--- src/rtl/decode_stage_if.sv ---
// decode_stage_if: upstream/downstream handshake and decoded bundle.
// slave = decode stage side, master = producer/consumer side.
interface decode_stage_if #(
  parameter int XLEN = 32,
  parameter int PC_W = 32
);
  logic            in_valid;
  logic            in_ready;
  logic [31:0]     in_instr;
  logic [PC_W-1:0] in_pc;
  logic            flush;
  logic            out_valid;
  logic            out_ready;
  logic [PC_W-1:0] out_pc;
  logic [6:0]      opcode;
  logic [4:0]      rd;
  logic [2:0]      funct3;
  logic [4:0]      rs1;
  logic [4:0]      rs2;
  logic [6:0]      funct7;
  logic [XLEN-1:0] imm;
  logic [2:0]      fmt;
  logic            illegal;

  modport slave (
    input  in_valid, in_instr, in_pc, flush, out_ready,
    output in_ready, out_valid, out_pc, opcode, rd, funct3,
    output rs1, rs2, funct7, imm, fmt, illegal
  );

  modport master (
    output in_valid, in_instr, in_pc, flush, out_ready,
    input  in_ready, out_valid, out_pc, opcode, rd, funct3,
    input  rs1, rs2, funct7, imm, fmt, illegal
  );
endinterface

--- src/rtl/decode_stage.sv ---
// decode_stage: one registered slot decoding RV32 words into fields,
// format code and sign-extended immediate. Ports: clk, reset, io (slave).
module decode_stage #(
  parameter int XLEN = 32,
  parameter int PC_W = 32
) (
  input logic          clk,
  input logic          reset,
  decode_stage_if.slave io
);
  logic [31:0]     ins;
  logic [6:0]      op;
  logic [2:0]      d_fmt;
  logic            d_ill;
  logic [31:0]     d_imm32;
  logic [XLEN-1:0] d_imm;
  logic            xfer;

  logic            valid_q;
  logic [PC_W-1:0] pc_q;
  logic [31:0]     instr_q;
  logic [XLEN-1:0] imm_q;
  logic [2:0]      fmt_q;
  logic            ill_q;

  assign ins = io.in_instr;
  assign op  = ins[6:0];

  always_comb begin
    d_fmt   = 3'd7;
    d_imm32 = '0;
    unique case (1'b1)
      op == 7'b0110011: d_fmt = 3'd0;
      op == 7'b0010011,
      op == 7'b0000011,
      op == 7'b1100111,
      op == 7'b1110011: begin
        d_fmt   = 3'd1;
        d_imm32 = {{20{ins[31]}}, ins[31:20]};
      end
      op == 7'b0100011: begin
        d_fmt   = 3'd2;
        d_imm32 = {{20{ins[31]}}, ins[31:25], ins[11:7]};
      end
      op == 7'b1100011: begin
        d_fmt   = 3'd3;
        d_imm32 = {{19{ins[31]}}, ins[31], ins[7],
                   ins[30:25], ins[11:8], 1'b0};
      end
      op == 7'b0110111,
      op == 7'b0010111: begin
        d_fmt   = 3'd4;
        d_imm32 = {ins[31:12], 12'b0};
      end
      op == 7'b1101111: begin
        d_fmt   = 3'd5;
        d_imm32 = {{11{ins[31]}}, ins[31], ins[19:12],
                   ins[20], ins[30:21], 1'b0};
      end
      default: d_fmt = 3'd7;
    endcase
    // every supported opcode ends in 2'b11, but keep the check explicit
    if (ins[1:0] != 2'b11) begin
      d_fmt   = 3'd7;
      d_imm32 = '0;
    end
  end

  assign d_ill = (d_fmt == 3'd7);
  // bit 31 of the 32-bit immediate is always instr[31] (or 0 when
  // illegal/R), so a signed widen gives the XLEN sign extension
  assign d_imm = XLEN'($signed(d_imm32));

  assign io.in_ready = (!valid_q | io.out_ready) & !io.flush;
  assign xfer        = io.in_valid & io.in_ready;

  always_ff @(posedge clk) begin
    if (reset) begin
      valid_q <= 1'b0;
      pc_q    <= '0;
      instr_q <= '0;
      imm_q   <= '0;
      fmt_q   <= '0;
      ill_q   <= 1'b0;
    end else if (io.flush) begin
      valid_q <= 1'b0;
    end else if (xfer) begin
      valid_q <= 1'b1;
      pc_q    <= io.in_pc;
      instr_q <= ins;
      imm_q   <= d_imm;
      fmt_q   <= d_fmt;
      ill_q   <= d_ill;
    end else if (io.out_ready) begin
      valid_q <= 1'b0;
    end
  end

  assign io.out_valid = valid_q;
  assign io.out_pc    = pc_q;
  assign io.opcode    = instr_q[6:0];
  assign io.rd        = instr_q[11:7];
  assign io.funct3    = instr_q[14:12];
  assign io.rs1       = instr_q[19:15];
  assign io.rs2       = instr_q[24:20];
  assign io.funct7    = instr_q[31:25];
  assign io.imm       = imm_q;
  assign io.fmt       = fmt_q;
  assign io.illegal   = ill_q;
endmodule

--- src/flat_wrapper.sv ---
// flat-port wrapper written by rule: the top's interface ports become plain ports
module decode_stage_flat 
#(
  parameter int XLEN = 32,
  parameter int PC_W = 32
)
  (clk, reset, io_in_valid, io_in_instr, io_in_pc, io_flush, io_out_ready, io_in_ready, io_out_valid, io_out_pc, io_opcode, io_rd, io_funct3, io_rs1, io_rs2, io_funct7, io_imm, io_fmt, io_illegal);
  decode_stage_if #(.XLEN(XLEN), .PC_W(PC_W)) io_i ();
  input logic clk;
  input logic reset;
  input wire logic [$bits(io_i.in_valid)-1:0] io_in_valid;
  input wire logic [$bits(io_i.in_instr)-1:0] io_in_instr;
  input wire logic [$bits(io_i.in_pc)-1:0] io_in_pc;
  input wire logic [$bits(io_i.flush)-1:0] io_flush;
  input wire logic [$bits(io_i.out_ready)-1:0] io_out_ready;
  output wire logic [$bits(io_i.in_ready)-1:0] io_in_ready;
  output wire logic [$bits(io_i.out_valid)-1:0] io_out_valid;
  output wire logic [$bits(io_i.out_pc)-1:0] io_out_pc;
  output wire logic [$bits(io_i.opcode)-1:0] io_opcode;
  output wire logic [$bits(io_i.rd)-1:0] io_rd;
  output wire logic [$bits(io_i.funct3)-1:0] io_funct3;
  output wire logic [$bits(io_i.rs1)-1:0] io_rs1;
  output wire logic [$bits(io_i.rs2)-1:0] io_rs2;
  output wire logic [$bits(io_i.funct7)-1:0] io_funct7;
  output wire logic [$bits(io_i.imm)-1:0] io_imm;
  output wire logic [$bits(io_i.fmt)-1:0] io_fmt;
  output wire logic [$bits(io_i.illegal)-1:0] io_illegal;
  assign io_i.in_valid = io_in_valid;
  assign io_i.in_instr = io_in_instr;
  assign io_i.in_pc = io_in_pc;
  assign io_i.flush = io_flush;
  assign io_i.out_ready = io_out_ready;
  assign io_in_ready = io_i.in_ready;
  assign io_out_valid = io_i.out_valid;
  assign io_out_pc = io_i.out_pc;
  assign io_opcode = io_i.opcode;
  assign io_rd = io_i.rd;
  assign io_funct3 = io_i.funct3;
  assign io_rs1 = io_i.rs1;
  assign io_rs2 = io_i.rs2;
  assign io_funct7 = io_i.funct7;
  assign io_imm = io_i.imm;
  assign io_fmt = io_i.fmt;
  assign io_illegal = io_i.illegal;
  decode_stage #(.XLEN(XLEN), .PC_W(PC_W)) u_core (.clk(clk), .reset(reset), .io(io_i));
endmodule
--- config.mk ---
export PLATFORM = sky130hd
export DESIGN_NAME = decode_stage_flat
export DESIGN_NICKNAME = d
export VERILOG_FILES = /design/src/rtl/decode_stage_if.sv /design/src/rtl/decode_stage.sv /design/src/flat_wrapper.sv
export SDC_FILE = /design/constraint.sdc
export NUM_CORES = 1
export LEC_CHECK = 0
export ABC_AREA = 1
export CORE_UTILIZATION = 30
export DETAILED_ROUTE_END_ITERATION = 6
export DONT_BUFFER_PORTS = 1
export GPL_TIMING_DRIVEN = 0
export PLACE_DENSITY_LB_ADDON = 0.12
export REMOVE_ABC_BUFFERS = 1
export SYNTH_ARGS = -nofsm -noshare
export SYNTH_HDL_FRONTEND = slang
export SYNTH_SLANG_ARGS = --single-unit
--- constraint.sdc ---
create_clock -name clk -period 2.8 [get_ports clk]
set_input_delay 0.42 -clock clk [delete_from_list [all_inputs] [get_ports clk]]
set_output_delay 0.42 -clock clk [all_outputs]
set_load 0.005 [all_outputs]
Yosys cells after proc, flatten, opt, wreduce, memory -nomap -nowiden. Cells that the tools add are included.

Output and inout bits: 102. Register bits after elaboration: 101. Word-level logic and storage cells: 35. Input port bits: 69.

Bitwise gates (word level): 4. Reductions and logical operators: 7. Mux-type cells: 6. Eq/ne operators: 12.

Operator list (number): case mux 32 bit (5 select lines) (1); 2-to-1 mux 32 bit (1); equality test 7 bit, second input constant (4); equality test 7 x 6 -> 1 bit, second input constant (3); case mux 3 bit (6 select lines) (1); equality test 7 x 5 -> 1 bit, second input constant (2); equality test 7 x 2 -> 1 bit, second input constant (1); OR reduction 2 bit (2); OR reduction 4 bit (1); equality test 3 bit, second input constant (1); 2-to-1 mux 3 bit (1); AND 1 bit (2); zero test 1 bit (2); 2-to-1 mux 1 bit (2); inequality test 2 bit, second input constant (1); AND reduction 2 bit (1); nonzero test 2 bit (1); NOT 1 bit (1); OR 1 bit (1).

Longest topological paths before layout. Gate-level depths: netlist of run 1.

Depth after elaboration: 5. Depth in mapped cells: 10. Depth with buffers taken out: 10.

Worst setup path after synthesis of run 1. No wires, ideal clock.

Path type: input port to flip-flop. From: input io_in_instr[3]. To: register u_core.imm_q[5], in the netlist u_core.io.imm[5]. Arrival time: 1341 ps. Stages on the path: 10. Path slack: 1389 ps. Cell sequence: inv_1 > nand2_1 > nor2_8 > buf_2 > nand3_1 > nand2_1 > nor2_1 > nand2_1 > nand2_1 > a21oi_1.

Cells in the longest elaborated chain, start to end: 4. Elaborated cells on any way between the ends: 13.

RTL lines: start: declaration (line flat_wrapper.sv:12) `input wire logic [$bits(io_i.in_instr)-1:0] io_in_instr;`; equality test 7 bit (tied with other cells) (line decode_stage.sv:37) `op == 7'b1110011: begin`; OR reduction 4 bit / OR reduction 2 bit (equally long branches) (line decode_stage.sv:32) `unique case (1'b1)`; case mux 32 bit (5 select lines) (*) (line decode_stage.sv:32); 2-to-1 mux 32 bit (*) (line decode_stage.sv:63) `if (ins[1:0] != 2'b11) begin`; end signal: assignment (line decode_stage.sv:91) `imm_q <= d_imm;`; end: declaration (line decode_stage.sv:22) `logic [XLEN-1:0] imm_q;`.

Mark *: on every way between the ends. The rest lies on a longest branch, timed or not. A chain may end at the register's enable or synchronous reset.

Worst setup path after layout of run 1.
From: register u_core.valid_q, in the netlist u_core.io.out_valid. To: register u_core.imm_q[31], in the netlist u_core.io.imm[31].

Cells in the longest elaborated chain, start to end: 5.

RTL lines: start: declaration (line decode_stage.sv:19) `logic valid_q;`; start signal: assignment (line decode_stage.sv:79) `valid_q <= 1'b0;`; start signal: assignment (line decode_stage.sv:86) `valid_q <= 1'b0;`; start signal: assignment (line decode_stage.sv:88) `valid_q <= 1'b1;`; zero test 1 bit (line decode_stage.sv:74) `assign io.in_ready = (!valid_q | io.out_ready) & !io.flush;`; OR 1 bit (line decode_stage.sv:74); AND 1 bit (line decode_stage.sv:74); named net io_in_ready (line flat_wrapper.sv:16) `output wire logic [$bits(io_i.in_ready)-1:0] io_in_ready;`; AND 1 bit (line decode_stage.sv:75) `assign xfer = io.in_valid & io.in_ready;`; AND reduction 2 bit (no line).

The timed path passes the listed nets, and every way through them passes these cells.

==> summary.txt, run 1 <==
status: completed
Detail Route Antenna Nets: 0
setup repair bufs after CTS: 0
worst skew pair latency: 0.36 ns
unique cell type count in the Yosys netlist: 26
final setup skew: 0.00785 ns
drt via density: 4.85
sequential share of the synthesized area: 46.8%
Crit Path Max Fanout: 91
Initial Util: 30.9%
endpoints failing hold: 0
share of layout cells above drive strength 1: 8.98%
Post-Syn Area: 4320 sq um
worst hold stages: 1
slew margin rel.: 56.7%
DR pass1 iterations: 4
YS warnings: 0
Total Neg Setup Slack: 0 ns
CP Launch Type: flip-flop
Hold WC Path Type: in -> reg
reg-to-reg setup timing slack: 0.40 ns
CP Data Required Time: 3.09 ns
PortBufs: 0
vias: 3736
Worst EP arrival: 2.68 ns
Top Ports: 171
Iteration-0 DRC Markers: 177
Slew Limit Fails: 0
die height: 122 microns
period utilization: 85.6%
asr flop ratio synth: 0%
hold_buf cts: 0
Clock Path Buffers: 2
Setup CP Type: reg -> reg
R2R depth: 9
antenna violations before repair: 0
DP HPWL: 7590 microns
Critical Path End Type: flip-flop
leakage power: 0.00188 uW
EDFF count, synth: 0
final WL: 11700 microns
Antenna Diode Count: 0
Worst R2R Start: u_core.io.out_valid
Nets: 654
area of the multi-input gates: 2050 sq um
Power Density: 622 nW/um^2
TritonCTS Buffers: 9
Core Rows: 43
slowest CP cell: nand2_4
Residual DRC: 0
H-tree level count: 3
# clock sinks: 101
Syn-to-layout area delta: 9.56%
CTS tree: done
cell breakdown of the critical path: a21oi_1 -> nand2_4 -> buf_16 -> inv_4 -> buf_16 -> nand2_1 -> nor2_1 -> nand3_1 -> a21oi_1
hold endpoint: u_core.io.out_valid
largest net degree at the start of global routing: 102
Core Area: 14000 sq um
gr ovfl total: 0
RSZ-0062 raised after global routing: false
die width: 122 microns
Die ar.: 14900 sq um
first-pass GRT wire length: 18400 microns
syn avg cell area: 7.09 sq um
vias in the first global route: 3622
FILL cells: 1527
maximum vdd drop: 0.261 mV
gp weighted congestion: 0.739
post-synth top area cell: dfxtp_1
RR Endpoint: u_core.io.imm[31]
number of synthesized register bits: 101
setup violators final: 0
GR Util All Layers: 16.1%
Achievable Freq: 0.417 GHz
Worst Tran Pin Value: 0.648 ns
ys flop type: dfxtp_1
Root Buffer: clkbuf_16
worst path buffer plus inverter count: 3
HP Start: io_flush
Gate Count Post-Synth: 609
Worst Setup Slack, final: 0.404 ns
CP delay by family, top: buffers and inverters
post-CTS sizing: 0
Critical Path Max Stage Delay: 0.37 ns
CTS clock-pin slew for the worst setup and hold paths: 0.08 ns
Period minus WS final: 2.40 ns
Setup WS pre-CTS: 0.260 ns
max-cap violations: 0
Area contributors post-synth: dfxtp_1 47%, nand2_1 21%, a21oi_1 11%, nand3_1 4.9%, nor2_1 2.4%
most instantiated cells after synthesis: 247 x nand2_1, 101 x dfxtp_1, 94 x a21oi_1
DR WL/cell: 15.2 microns
Synth top area share: 46.8%
storage element area: 2020 sq um
cell with the most instances after synthesis: nand2_1
==> kinds of logic (layout without fill, tap and decap cells) <==
family / after synthesis / after routing / synth area share [%]
DFF: 101 / 101 / 46.8
buffers and inverters: 60 / 41 / 5.94
and+or+nand+nor: 343 / 343 / 34.3
AOI/OAI and AO/OA: 105 / 105 / 12.9
==> layout make-up <==
cell class | count | share of cell area (%)
Multi-Input combinational cell | 448 | 43.3
Sequential cell | 101 | 42.7
Clock buffer | 10 | 5.05
Tap cell | 180 | 4.76
Timing Repair Buffer | 2 | 1.16
Inverter | 23 | 1.88
Clock inverter | 6 | 1.14
==> worst max-delay path by stage <==
stage	to	start	depth (start not counted)	slack, ns
floorplan	u_core.io.imm[31]	io_out_ready	8	-1.03
global placement	u_core.io.imm[31]	io_out_ready	8	-2.93
detailed placement	u_core.io.imm[31]	io_out_ready	10	0.26
CTS	u_core.io.imm[31]	u_core.io.out_valid	9	0.34
global route	u_core.io.imm[31]	u_core.io.out_valid	9	0.06
finish	u_core.io.imm[31]	u_core.io.out_valid	9	0.40
==> cells in the final DEF (no fill, tap or decap), drive strengths merged <==
cell | netlist | final
dfxtp | 101 | 101
clkinvlp | 0 | 1
nand3b | 2 | 2
buf | 12 | 2
inv | 23 | 26
nor2 | 33 | 33
nand4 | 1 | 1
o21bai | 1 | 1
nand3 | 48 | 48
o21ai | 2 | 2
a21oi | 102 | 102
nor3 | 2 | 2
nand2 | 257 | 257
clkbuf | 25 | 10
clkinv | 0 | 2
==> registers in the layout (all words and copies together) (netlist names) <==
signal / flops
u_core.instr_q: 32
u_core.io.imm: 32
u_core.io.out_pc: 32
u_core.io.fmt: 3
u_core.io.illegal: 1
u_core.io.out_valid: 1
==> through the flow <==
stage	hold WS [ns]	utilization [%]	std cells	power (uW)	cell area (sq um)
2_1_floorplan	0.456	-	572	1680	4150
3_3_place_gp	0.465	31.3	752	1720	4380
3_5_place_dp	0.470	31.7	754	1740	4440
4_1_cts	0.110	33.8	770	2990	4730
5_1_grt	0.107	33.8	770	3080	4730
6_report	0.124	33.8	770	2950	4730
==> layer usage <==
metal | global-route usage [%] | share of wire (%)
met5 | 0 | 0
met4 | 7.41 | 1.8
met3 | 5.34 | 7.7
met2 | 26.8 | 48
met1 | 18.6 | 43
==> power breakdown <==
group / switching, uW / internal (uW)
Combinational: 115 / 58.2
Clock: 604 / 644
Sequential: 38.5 / 1490
Power figures use the tool's default switching activity.
==> run 2, diff against run 1 <==
==> constraint.sdc (replaced) <==
create_clock -name clk -period 2.6 [get_ports clk]
set_input_delay 0.39 -clock clk [delete_from_list [all_inputs] [get_ports clk]]
set_output_delay 0.39 -clock clk [all_outputs]
set_load 0.005 [all_outputs]
==> summary.txt, run 2 (synthesized netlist as in run 1, its figures left out) <==
status: completed
Syn-to-layout area delta: 9.79%
Core Rows: 43
Pwr Total: 3170 uW
DR pass1 iterations: 4
Crit Path Max Fanout: 91
Period minus WS final: 2.28 ns
HP Start: io_flush
Hold WC Path Type: in -> reg
CTS clock-pin slew for the worst setup and hold paths: 0.08 ns
Antenna Diode Count: 0
vias: 3730
Iteration-0 DRC Markers: 180
most common cell after layout, fill and taps aside: nand2_1
fin area: 4740 sq um
storage element area: 2020 sq um
first-pass GRT wire length: 18400 microns
RSZ-0062 raised after global routing: false
die height: 122 microns
Worst Tran Pin Value: 0.626 ns
maximum vdd drop: 0.281 mV
final setup skew: 0.0101 ns
largest net degree at the start of global routing: 102
CP Launch Type: flip-flop
gr ovfl total: 0
CTS tree: done
period utilization: 87.8%
area of the multi-input gates: 2060 sq um
hold_buf cts: 0
Slew Limit Fails: 0
gp weighted congestion: 0.739
Top Ports: 171
post-place instance area: 4440 sq um
Die ar.: 14900 sq um
Core Area: 14000 sq um
leakage power: 0.00189 uW
endpoints failing hold: 0
TritonCTS Buffers: 9
final WL: 12100 microns
H-tree level count: 3
Worst EP arrival: 2.57 ns
Power Density: 669 nW/um^2
Nets: 655
CP Data Required Time: 2.89 ns
Initial Util: 30.9%
Root Buffer: clkbuf_16
final core utilization: 33.9%
vias in the first global route: 3622
worst skew pair latency: 0.36 ns
Detail Route Antenna Nets: 0
FILL cells: 1528
Clock Path Buffers: 2
Residual DRC: 0
Critical Path End Type: flip-flop
setup violators final: 0
crit path from: u_core.io.out_valid
share of layout cells above drive strength 1: 9.31%
most frequent cells in the layout: 246 x nand2_1, 101 x dfxtp_1, 93 x a21oi_1
DP HPWL: 7590 microns
Setup CP Type: reg -> reg
max-cap violations: 0
drt via density: 4.84
DR WL/cell: 15.6 microns
GR Util All Layers: 16.1%
antenna violations before repair: 0
Achievable Freq: 0.438 GHz
setup repair bufs after CTS: 0
# clock sinks: 101
PortBufs: 0
post-CTS sizing: 0
slew margin rel.: 58.1%
Worst R2R Start: u_core.io.out_valid
die width: 122 microns
## run 2: worst paths after layout
path / end / slack, ns / depth (start not counted)
max reg2reg: u_core.io.imm[31] / 0.32 / 9
min: u_core.io.out_valid / 0.09 / 1
max: u_core.io.imm[31] / 0.32 / 9
min reg2reg: u_core.instr_q[28] / 0.48 / 2
## run 2: layout make-up
cell class | instances | area share [%]
multi-input combinational | 449 | 43.4
sequential | 101 | 42.6
clock buffer | 10 | 5.04
tap | 180 | 4.75
inverter | 23 | 1.87
timing repair buffer | 2 | 1.16
clock inverter | 6 | 1.13
## run 2: report_power, final
part	leakage, uW	switching [uW]	internal, uW
Sequential	0.000822	41.6	1600
Combinational	0.000922	127	63.2
Clock	0.000142	647	693
## run 2: stage by stage
stage	TNS (ns)	worst slack, ns	cells	hold slack [ns]
finish	0	0.317	771	0.0941
global route	0	0.0555	771	0.0770
CTS	0	0.137	770	0.0803
detailed placement	0	0.0898	754	0.470
global placement	-292.15	-3.10	752	0.465
floorplan	-99.89	-1.20	572	0.452
## run 2: worst max-delay path, stage by stage (launching register included)
cell and delay, ns:
dfxtp_1 0.34, a21oi_2 0.35, nand2_4 0.27, buf_16 0.29, inv_4 0.15, buf_16 0.30
nand2_1 0.13, nor2_1 0.12, nand3_1 0.08, a21oi_1 0.12
## run 2: routing by layer
metal	up-vias	track usage, %	share of wire, %
met5	-	0	0
met4	0	7.41	2.0
met3	13	5.34	7.7
met2	103	26.8	49
met1	1709	18.6	42
li1	1905	-	-
==> run 3, diff against run 2 <==
--- a/config.mk
+++ b/config.mk
@@ -6,6 +6,8 @@
 export NUM_CORES = 1
 export LEC_CHECK = 0
 export ABC_AREA = 1
+export CELL_PAD_IN_SITES_DETAIL_PLACEMENT = 2
+export CELL_PAD_IN_SITES_GLOBAL_PLACEMENT = 2
 export CORE_UTILIZATION = 30
 export DETAILED_ROUTE_END_ITERATION = 6
 export DONT_BUFFER_PORTS = 1
==> summary.txt, run 3 (synthesized netlist as in run 1, its figures left out) <==
status: completed
Worst EP arrival: 2.51 ns
maximum vdd drop: 0.296 mV
endpoints failing hold: 0
Achievable Freq: 0.450 GHz
Critical Path End Type: flip-flop
# clock sinks: 101
Period minus WS final: 2.22 ns
TritonCTS Buffers: 9
final core utilization: 34.0%
max-cap violations: 0
Syn-to-layout area delta: 9.99%
fin area: 4750 sq um
Die ar.: 14900 sq um
Finished Layout Cells: 771
Root Buffer: clkbuf_16
vias: 3925
Residual DRC: 0
CTS clock-pin slew for the worst setup and hold paths: 0.07 ns
worst skew pair latency: 0.35 ns
gp weighted congestion: 0.693
setup violators final: 0
CP Launch Type: flip-flop
FILL cells: 1677
Crit Path Max Fanout: 79
DR WL/cell: 18.2 microns
Hold WC Path Type: in -> reg
first-pass GRT wire length: 21100 microns
CTS tree: done
Setup CP Type: reg -> reg
share of layout cells above drive strength 1: 8.97%
DR pass1 iterations: 4
crit path from: u_core.io.out_valid
H-tree level count: 3
Top Ports: 171
Detail Route Antenna Nets: 0
setup repair bufs after CTS: 0
slew margin rel.: 53.8%
Worst Tran Pin Value: 0.690 ns
leakage power: 0.00189 uW
Power Density: 664 nW/um^2
CP Data Required Time: 2.89 ns
Clock Path Buffers: 2
largest net degree at the start of global routing: 102
die width: 122 microns
die height: 122 microns
most frequent cells in the layout: 246 x nand2_1, 101 x dfxtp_1, 94 x a21oi_1
PortBufs: 0
gr ovfl total: 0
Core Area: 14000 sq um
area of the multi-input gates: 2050 sq um
Worst R2R Start: u_core.io.out_valid
period utilization: 85.5%
Iteration-0 DRC Markers: 127
post-place instance area: 4440 sq um
antenna violations before repair: 0
storage element area: 2020 sq um
vias in the first global route: 4077
Initial Util: 30.9%
Antenna Diode Count: 0
final WL: 14000 microns
GR Util All Layers: 18.5%
drt via density: 5.09
post-CTS sizing: 0
hold_buf cts: 0
HP Start: reset
dpl cells: 754
DP HPWL: 9210 microns
final setup skew: 0.00580 ns
Core Rows: 43
Nets: 655
RSZ-0062 raised after global routing: false
Slew Limit Fails: 0
most common cell after layout, fill and taps aside: nand2_1
## run 3: changes by cell type in the layout (fill, tap and decap cells not counted), sizes merged
cell,previous run,this run
clkinvlp,1,2
nand2,258,257
clkbuf,10,11
inv,26,25
## run 3: metal layers
metal | vias up | track usage, % | routed length, microns
li1 | 1899 | - | -
met1 | 1908 | 21.1 | 5840
met2 | 107 | 31.7 | 6880
met3 | 11 | 6.09 | 1100
met4 | 0 | 6.94 | 194
met5 | - | 0 | 0
## run 3: layout make-up
class                      instances  share of cell area [%]
sequential                       101                    42.5
timing repair buffer               3                    1.69
clock inverter                     6                    1.21
tap                              180                    4.74
clock buffer                      10                    4.82
inverter                          23                    1.87
multi-input combinational        448                    43.1
## run 3: worst paths after layout
| path | to | slack [ns] | depth (start not counted) |
|---|---|---|---|
| setup reg to reg | u_core.io.imm[31] | 0.38 | 9 |
| hold reg to reg | u_core.instr_q[25] | 0.48 | 2 |
| setup / recovery | u_core.io.imm[31] | 0.38 | 9 |
| hold / removal | u_core.io.out_pc[6] | 0.10 | 1 |
## run 3: through the flow
stage | hold slack, ns | TNS (ns) | setup WS (ns) | power, uW
after global routing | 0.0836 | 0 | 0.102 | 3300
after CTS | 0.0853 | 0 | 0.231 | 3210
final | 0.101 | 0 | 0.377 | 3150
after floorplan | 0.452 | -99.89 | -1.20 | 1810
after global placement | 0.463 | -317.03 | -3.35 | 1860
after detailed placement | 0.470 | 0 | 0.177 | 1880
## run 3: critical path: stages (launching register included)
cell     delay, ns
dfxtp_1       0.34
a21oi_1       0.32
nand2_4       0.26
buf_16        0.31
inv_4         0.22
buf_16        0.25
nand2_1       0.11
nor2_1        0.11
nand3_1       0.08
a21oi_1       0.11
## run 3: report_power, final
part	leakage [uW]	internal [uW]	switching, uW
logic	0.000931	66.3	135
registers	0.000822	1600	43.2
clock network	0.000132	667	642
